--- src/rtl/pc_interrupt_sequencer_pkg.sv ---
// Shared types and helpers for the PC interrupt sequencer.
// Holds the state enum, vector defaults, vector math and depth-width rule.
package pc_seq_pkg;

  typedef enum logic [1:0] {
    IDLE = 2'd0,
    WAIT = 2'd1,
    SAVE = 2'd2
  } state_t;

  localparam int unsigned DEF_VEC_BASE   = 4;
  localparam int unsigned DEF_VEC_STRIDE = 4;

`ifdef IRQ_NESTING_EN
  localparam bit NESTING = 1'b1;
`else
  localparam bit NESTING = 1'b0;
`endif

  function automatic int unsigned nd_width(
    int unsigned depth
  );
    return NESTING ? $clog2(depth + 1) : 1;
  endfunction

  function automatic logic [31:0] vec_addr(
    int unsigned base,
    int unsigned stride,
    int unsigned idx
  );
    return 32'(base + idx * stride);
  endfunction

endpackage

--- src/rtl/pc_interrupt_sequencer_if.sv ---
// Bundle of request/decoder inputs and PC-control outputs of the sequencer.
// slave: the sequencer; master: the surrounding logic (or a bench).
interface pc_interrupt_sequencer_if #(
  parameter int unsigned NUM_IRQ    = 4,
  parameter int unsigned ADDR_W     = 12,
  parameter int unsigned NEST_DEPTH = 3
) ();
  import pc_seq_pkg::*;

  localparam int unsigned ND_W = nd_width(NEST_DEPTH);

  logic [NUM_IRQ-1:0] irq_req;
  logic               irq_mask_we;
  logic [NUM_IRQ-1:0] irq_mask_wdata;
  logic               skip;
  logic               reti;
  logic               pc_interrupt;
  logic [ADDR_W-1:0]  vector_addr;
  logic [NUM_IRQ-1:0] irq_ack;
  logic [NUM_IRQ-1:0] in_service;
  logic [ND_W-1:0]    nest_depth;
  logic               busy;
  logic               nest_error;

  modport slave (
    input  irq_req, irq_mask_we,
    input  irq_mask_wdata, skip, reti,
    output pc_interrupt, vector_addr,
    output irq_ack, in_service,
    output nest_depth, busy, nest_error
  );

  modport master (
    output irq_req, irq_mask_we,
    output irq_mask_wdata, skip, reti,
    input  pc_interrupt, vector_addr,
    input  irq_ack, in_service,
    input  nest_depth, busy, nest_error
  );

endinterface

--- src/rtl/pc_interrupt_sequencer_irq_priority_encoder.sv ---
// Fixed-priority encoder: index of the lowest set bit.
// Ports: vec in, valid out (any bit set), idx out.
module irq_priority_encoder #(
  parameter int unsigned N  = 4,
  parameter int unsigned IW = 2
) (
  input  logic [N-1:0]  vec,
  output logic          valid,
  output logic [IW-1:0] idx
);

  always_comb begin
    valid = 1'b0;
    idx   = '0;
    for (int i = N - 1; i >= 0; i--) begin
      if (vec[i]) begin
        valid = 1'b1;
        idx   = IW'(i);
      end
    end
  end

endmodule

--- src/rtl/pc_interrupt_sequencer.sv ---
// Fixed-priority interrupt sequencer feeding the PC control (IDLE/WAIT/SAVE).
// Ports: clk, reset (async, active-low), bus (slave). Nesting: IRQ_NESTING_EN.
module pc_interrupt_sequencer
  import pc_seq_pkg::*;
#(
  parameter int unsigned NUM_IRQ    = 4,
  parameter int unsigned ADDR_W     = 12,
  parameter int unsigned VEC_BASE   = DEF_VEC_BASE,
  parameter int unsigned VEC_STRIDE = DEF_VEC_STRIDE,
  parameter int unsigned NEST_DEPTH = 3
) (
  input  logic clk,
  input  logic reset,
  pc_interrupt_sequencer_if.slave bus
);

  localparam int unsigned IW =
    (NUM_IRQ > 1) ? $clog2(NUM_IRQ) : 1;
  localparam int unsigned ND_W = nd_width(NEST_DEPTH);

  state_t             state, state_nx;
  logic [NUM_IRQ-1:0] mask, in_svc, ack_q;
  logic [NUM_IRQ-1:0] blocked, eligible, svc_clr;
  logic [IW-1:0]      idx, win_idx, low_idx, sel_idx;
  logic               win_vld, low_vld, reti_ok;
  logic [ND_W-1:0]    depth;
  logic [ADDR_W-1:0]  vaddr;
  logic               pc_int, err;

  irq_priority_encoder #(.N(NUM_IRQ), .IW(IW)) u_win (
    .vec   (eligible),
    .valid (win_vld),
    .idx   (win_idx)
  );

  irq_priority_encoder #(.N(NUM_IRQ), .IW(IW)) u_low (
    .vec   (in_svc),
    .valid (low_vld),
    .idx   (low_idx)
  );

  always_comb begin
    blocked = '0;
`ifdef IRQ_NESTING_EN
    // Only strictly higher priority than the best in-service IRQ may preempt.
    for (int i = 0; i < NUM_IRQ; i++) begin
      if (low_vld && IW'(i) >= low_idx) blocked[i] = 1'b1;
    end
    if (depth == ND_W'(NEST_DEPTH)) blocked = '1;
`else
    if (depth != '0) blocked = '1;
`endif
  end

  assign eligible = bus.irq_req & mask & ~blocked;
  assign reti_ok  = bus.reti && (depth != '0);
  assign svc_clr  = (bus.reti && low_vld)
                  ? NUM_IRQ'(1) << low_idx : '0;
  assign sel_idx  = (state == IDLE) ? win_idx : idx;

  always_comb begin
    state_nx = state;
    unique case (state)
      IDLE: if (win_vld) state_nx = bus.skip ? SAVE : WAIT;
      WAIT: state_nx = SAVE;
      SAVE: state_nx = IDLE;
      default: state_nx = IDLE;
    endcase
  end

  always_ff @(posedge clk or negedge reset) begin
    if (!reset) begin
      state  <= IDLE;
      mask   <= '0;
      in_svc <= '0;
      depth  <= '0;
      idx    <= '0;
      vaddr  <= '0;
      pc_int <= 1'b0;
      ack_q  <= '0;
      err    <= 1'b0;
    end else begin
      state <= state_nx;
      if (bus.irq_mask_we) mask <= bus.irq_mask_wdata;
      // ack_q is non-zero exactly during SAVE
      in_svc <= (in_svc & ~svc_clr) | ack_q;
      depth  <= depth + ND_W'(|ack_q) - ND_W'(reti_ok);
      if (bus.reti && depth == '0) err <= 1'b1;
      if (state == IDLE && win_vld) begin
        idx   <= win_idx;
        vaddr <= ADDR_W'(vec_addr(VEC_BASE, VEC_STRIDE,
                                  32'(win_idx)));
      end
      pc_int <= (state_nx == SAVE);
      ack_q  <= (state_nx == SAVE)
              ? NUM_IRQ'(1) << sel_idx : '0;
    end
  end

  assign bus.pc_interrupt = pc_int;
  assign bus.vector_addr  = vaddr;
  assign bus.irq_ack      = ack_q;
  assign bus.in_service   = in_svc;
  assign bus.nest_depth   = depth;
  assign bus.busy         = (state != IDLE);
  assign bus.nest_error   = err;

endmodule

--- src/flat_wrapper.sv ---
// flat-port wrapper written by rule: the top's interface ports become plain ports
module pc_interrupt_sequencer_flat import pc_seq_pkg::*;
#(
  parameter int unsigned NUM_IRQ    = 4,
  parameter int unsigned ADDR_W     = 12,
  parameter int unsigned VEC_BASE   = DEF_VEC_BASE,
  parameter int unsigned VEC_STRIDE = DEF_VEC_STRIDE,
  parameter int unsigned NEST_DEPTH = 3
)
  (clk, reset, bus_irq_req, bus_irq_mask_we, bus_irq_mask_wdata, bus_skip, bus_reti, bus_pc_interrupt, bus_vector_addr, bus_irq_ack, bus_in_service, bus_nest_depth, bus_busy, bus_nest_error);
  pc_interrupt_sequencer_if #(.NUM_IRQ(NUM_IRQ), .ADDR_W(ADDR_W), .NEST_DEPTH(NEST_DEPTH)) bus_i ();
  input  logic clk;
  input  logic reset;
  input wire logic [$bits(bus_i.irq_req)-1:0] bus_irq_req;
  input wire logic [$bits(bus_i.irq_mask_we)-1:0] bus_irq_mask_we;
  input wire logic [$bits(bus_i.irq_mask_wdata)-1:0] bus_irq_mask_wdata;
  input wire logic [$bits(bus_i.skip)-1:0] bus_skip;
  input wire logic [$bits(bus_i.reti)-1:0] bus_reti;
  output wire logic [$bits(bus_i.pc_interrupt)-1:0] bus_pc_interrupt;
  output wire logic [$bits(bus_i.vector_addr)-1:0] bus_vector_addr;
  output wire logic [$bits(bus_i.irq_ack)-1:0] bus_irq_ack;
  output wire logic [$bits(bus_i.in_service)-1:0] bus_in_service;
  output wire logic [$bits(bus_i.nest_depth)-1:0] bus_nest_depth;
  output wire logic [$bits(bus_i.busy)-1:0] bus_busy;
  output wire logic [$bits(bus_i.nest_error)-1:0] bus_nest_error;
  assign bus_i.irq_req = bus_irq_req;
  assign bus_i.irq_mask_we = bus_irq_mask_we;
  assign bus_i.irq_mask_wdata = bus_irq_mask_wdata;
  assign bus_i.skip = bus_skip;
  assign bus_i.reti = bus_reti;
  assign bus_pc_interrupt = bus_i.pc_interrupt;
  assign bus_vector_addr = bus_i.vector_addr;
  assign bus_irq_ack = bus_i.irq_ack;
  assign bus_in_service = bus_i.in_service;
  assign bus_nest_depth = bus_i.nest_depth;
  assign bus_busy = bus_i.busy;
  assign bus_nest_error = bus_i.nest_error;
  pc_interrupt_sequencer #(.NUM_IRQ(NUM_IRQ), .ADDR_W(ADDR_W), .VEC_BASE(VEC_BASE), .VEC_STRIDE(VEC_STRIDE), .NEST_DEPTH(NEST_DEPTH)) u_core (.clk(clk), .reset(reset), .bus(bus_i));
endmodule
--- config.mk ---
export PLATFORM = sky130hd
export DESIGN_NAME = pc_interrupt_sequencer_flat
export DESIGN_NICKNAME = d
export VERILOG_FILES = /design/src/rtl/pc_interrupt_sequencer_pkg.sv /design/src/rtl/pc_interrupt_sequencer_if.sv /design/src/rtl/pc_interrupt_sequencer_irq_priority_encoder.sv /design/src/rtl/pc_interrupt_sequencer.sv /design/src/flat_wrapper.sv
export SDC_FILE = /design/constraint.sdc
export NUM_CORES = 1
export LEC_CHECK = 0
export ABC_AREA = 1
export CORE_MARGIN = 10
export CORE_UTILIZATION = 43
export DETAILED_ROUTE_END_ITERATION = 6
export PLACE_DENSITY = 0.76
export SLEW_MARGIN = 25
export SYNTH_ARGS = -nofsm -noshare
export SYNTH_HDL_FRONTEND = slang
export SYNTH_SLANG_ARGS = --single-unit
export TNS_END_PERCENT = 5
--- constraint.sdc ---
create_clock -name clk -period 1.5 [get_ports clk]
set_clock_uncertainty 0.05 [all_clocks]
set_input_delay 0.3 -clock clk [delete_from_list [all_inputs] [get_ports clk]]
set_output_delay 0.3 -clock clk [all_outputs]
set_load 0.005 [all_outputs]
# Yosys cells after proc, flatten, opt, wreduce, memory -nomap -nowiden
# Cells that the tools add are included.
# Widths: inputs -> output; s select.
# word_totals
regBits	31
inputBits	13
output_inout_bits	24
word_cells	53
# op_classes
add_sub_neg	3
n_eq_ne	2
shift	2
mux	23
bitwise_logic	7
reduce_logical	7
# ops
operator	count
$mux 2	11
$and 4x4->4	3
$mux 4	3
$mux 1	8
$not 4->4	2
$shl 1x2->4 const A	2
$add 3x4->5 const A	1
$logic_and 1x1->1	4
$or 4x4->4	1
$pmux 2 s2	1
$reduce_or 4->1	1
$eq 2x1->1 const B	1
$eq 2x2->1 const B	1
$logic_not 2->1	1
$reduce_bool 2->1	1
$add 1x1->1	1
$not 1->1	1
$sub 1x1->1	1

# Logic depth before layout (Yosys ltp)
# logic_depth
word_depth	11
ltp_mapped	9
depth_no_buf	9

# Hierarchy
# A second synthesis with hierarchy kept.
# hier_totals
cells_unflattened	127
hier_area_um2	1089.8
# modules_own_cells
module	n_inst	cells_per_inst	area_each_um2	seq_area_each_um2
pc_interrupt_sequencer	1	111	1017.2	550.5
irq_priority_encoder	2	8	36.3	0.0

# Least setup slack after synthesis
# Ideal clock, no wire load.
# synth_timing
path_kind	flip-flop to flip-flop
startpoint	register u_core.depth, in the netlist u_core.bus.nest_depth
endpoint	register u_core.vaddr[3], in the netlist u_core.bus.vector_addr[3]
setup_ns	0.116
t_arrival_ns	1.155
required_time_ns	1.334
path_slack_ns	0.178
path_stages_with_launch	8
n_path_buf	0
period_less_slack_ns	1.322
cell_sequence	dfrtp_1 -> nor2_1 -> inv_1 -> nand2_1 -> inv_1 -> ha_1 -> nand2_1 -> nand2_1
# synth_via
elab_chain_cells	8
word_cells_on_any_way	13
classes_between	add/sub: 1; mux: 9; bitwise: 2; reduce/logical: 1
# synth_lines
element	line_no	text
from (decl)	pc_interrupt_sequencer.sv:26	logic [ND_W-1:0] depth;
from (signal assigned)	pc_interrupt_sequencer.sv:87	depth <= depth + ND_W'(|ack_q) - ND_W'(reti_ok);
$mux 4 (*)	pc_interrupt_sequencer.sv:51	if (depth != '0) blocked = '1;
$not 4->4 (*)	pc_interrupt_sequencer.sv:55	assign eligible = bus.irq_req & mask & ~blocked;
$and 4x4->4 (*)	pc_interrupt_sequencer.sv:55	
$mux 2 (3 in a row)	pc_interrupt_sequencer_irq_priority_encoder.sv:16	if (vec[i]) begin
$mux 2 (*)	pc_interrupt_sequencer_irq_priority_encoder.sv:16	
via u_core.u_win.idx[0]	pc_interrupt_sequencer_irq_priority_encoder.sv:9	output logic [IW-1:0] idx
$add 3x4->5 (*)	pc_interrupt_sequencer_pkg.sv:31	return 32'(base + idx * stride);
to (signal assigned)	pc_interrupt_sequencer.sv:91	vaddr <= ADDR_W'(vec_addr(VEC_BASE, VEC_STRIDE,
to (decl)	pc_interrupt_sequencer.sv:27	logic [ADDR_W-1:0] vaddr;
# Mark *: on every way through the listed nets, which the timed path passes. The rest lies on a longest branch.
# A chain may end at the register's enable or synchronous reset.

# Worst setup path after layout
# Same ends and word-level chain as after synthesis.

==> summary.txt <==
Ranking of synthesized cells by area: dfrtp_1 (54%), nand2_1 (14%), buf_4 (6.6%), inv_1 (6.2%), mux2_2 (4.4%)
Initial DRC Count: 31
Area after DPL: 1350 µm²
Total gr overflow: 0
Via count: 830
Hold_ws: 0.274 ns
Routed Wire Length: 2130 µm
Final period util: 97.8%
Synthesis Warnings: 0
Nets@finish: 174
CP Launch Point: u_core.bus.nest_depth$_DFF_PN0_
Routed Antenna Nets: 0
Met2 Use GR: 16.9%
CTS tree: done
R2R Setup Slk: 0.03 ns
TritonCTS Buffers: 3
Most numerous cell in the Yosys netlist: nand2_1
Ys flop type: dfrtp_1
Clock root buffer: clkbuf_4
Status: completed
Layout cells sized above 1: 17.1%
Iteration count of the initial detailed-routing pass: 4
CTS Buffer Depth: 2
Vias in the first global route: 851
Top cell type's share of synthesized area: 53.7%
IO Count: 37
Count of cell types in the netlist: 18
Hold_buf cts: 0
Initial antenna violation count: 0
HPWL after DPL: 1750 µm
# rows: 17
GR peak layer: met2
Fill cells: 224
Quantity of I/O buffers inserted on ports: 27
Minimum clock period: 1.47 ns
Post-Synthesis Cells: 120
Sequential cell area fraction in the yosys report: 53.7%
Skew-Pair Late Insertion Delay: 0.31 ns
Async SR Flop Fraction: 100%
Slew Limit Fails: 0
Pre-CTS setup slack: -0.262 ns
Hold Crit Class: in -> async
FMAX: 682 MHz
Core ar.: 2230 µm²
Syn Area/Cell: 8.55 µm²
Clock Sinks: 22
Setup ws final: 0.0329 ns
Htree depth: 1
PnR Total Power: 2.12 mW
DRC violations left: 0
Diode count: 0
Starting Density: 45.9%
CP startpoint kind: flip-flop
Worst Path Required: 1.66 ns
DR vias/cell: 4.46
EDFF count, synth: 0
Die ar.: 4740 µm²
Chip width: 68.8 µm
First-pass GRT wire length: 3550 µm
Routed wire length per instance: 11.4 µm
VDD IR-drop max: 0.000830 V
M3 GR Usage: 4.03%
Setup crit end kind: flip-flop
Count of final hold-check violations: 0
Post-synth top cells: nand2_1 (38), dfrtp_1 (22), inv_1 (17)
Leak: 0.781 nW
Max FO, Critical Path: 7
Die Span Y: 68.8 µm
R2r startpoint: u_core.bus.nest_depth$_DFF_PN0_
Design area: 1380 µm²
GR Util met1: 9.99%
PwrDens: 1540 nW/µm²
Gr usage total: 9.73%
Routability cong.: 0.762
Mapped cell area: 1030 µm²
Register bit total from synthesis: 22
Cells on worst reg2reg path: 9
Setup TNS: 0 ns
Final Setup Violations: 0
RSZ-0062 raised after global routing: true
CP Class: reg -> reg
Layout area overhead: 34.3%
Biggest area consumer among synthesized cells: dfrtp_1
Max-Cap Viols: 0
Largest net degree at the start of global routing: 23
FF-to-FF End: u_core.bus.vector_addr[3]$_DFFE_PN0P_
Worst Path Arrival: 1.62 ns
Clk slew on worst S/H paths: 0.11 ns
==> cells in the final DEF, fill, tap and decap left out, drive strengths merged, types with 2 or more instances in the layout <==
| cell type | n |
|---|---|
| nand2 | 41 |
| inv | 18 |
| dfrtp | 22 |
| clkbuf | 3 |
| nand3 | 2 |
| buf | 9 |
| mux2 | 4 |
| dlygate4sd2 | 14 |
| o21ai | 5 |
| nor2 | 13 |
| clkdlybuf4s50 | 12 |
| conb | 9 |
==> worst max-delay path by stage <==
stage | end | depth (start not counted)
final | u_core.bus.vector_addr[3]$_DFFE_PN0P_ | 9
after global routing | u_core.bus.vector_addr[3]$_DFFE_PN0P_ | 9
after CTS | u_core.bus.vector_addr[3]$_DFFE_PN0P_ | 9
after detailed placement | u_core.bus.vector_addr[3]$_DFFE_PN0P_ | 10
after global placement | u_core.bus.vector_addr[3]$_DFFE_PN0P_ | 10
after floorplan | u_core.bus.vector_addr[3]$_DFFE_PN0P_ | 7
==> critical path: stages (launching register included) <==
cell     delay (ns)
dfrtp_2        0.41
buf_4          0.16
nor2_2         0.15
inv_1          0.05
nand2_1        0.08
nand2_1        0.06
inv_1          0.07
ha_1           0.22
nand2_1        0.06
nand2_1        0.05
==> per-layer routing <==
layer	part of all wire [%]	wire (µm)
met4	1.7	37
met1	38	807
met5	0	0
met3	11	242
met2	49	1040
==> state kept, by name (all words and copies together), names as in the netlist <==
name / cells
u_core.bus.nest_error: 1
u_core.idx: 2
u_core.mask: 4
u_core.bus.pc_interrupt: 1
u_core.bus.in_service: 4
u_core.bus.vector_addr: 3
u_core.bus.irq_ack: 4
u_core.state: 2
u_core.bus.nest_depth: 1
==> power by group <==
| part | switching [mW] | internal [mW] |
|---|---|---|
| clock | 0.165 | 0.0939 |
| sequential | 0.0895 | 0.783 |
| combinational | 0.517 | 0.467 |
==> area by class of cell <==
| type | count | area [µm²] | share of cell area, % |
|---|---|---|---|
| inverters | 18 | 67.6 | 4.90 |
| clock buffers | 3 | 22.5 | 1.63 |
| flip-flops and latches | 22 | 552 | 40.1 |
| well taps | 28 | 35.0 | 2.54 |
| multi-input cells | 79 | 380 | 27.6 |
| repair buffers | 36 | 320 | 23.3 |
==> per-stage QoR <==
stage / utilization, % / std cells
2_1_floorplan: - / 128
3_3_place_gp: 60.3 / 181
3_5_place_dp: 60.3 / 181
4_1_cts: 61.2 / 186
5_1_grt: 61.7 / 186
6_report: 61.7 / 186
==> timing repair <==
action,CTS,global route
gates resized for setup,17,4
setup endpoints to repair,15,8
pin swaps,1,0
buffers inserted,2,0
==> cell families after synthesis <==
logic type,share of synthesized area (%)
AOI/OAI and AO/OA,4.02
xor gates and xnor gates,0.854
adders and majority gates,1.22
buffers and inverters,13.2
DFF,53.7
muxes,4.39
other,0.366
and+or+nand+nor,22.3
Note: power is estimated with default switching activity, not from simulation.
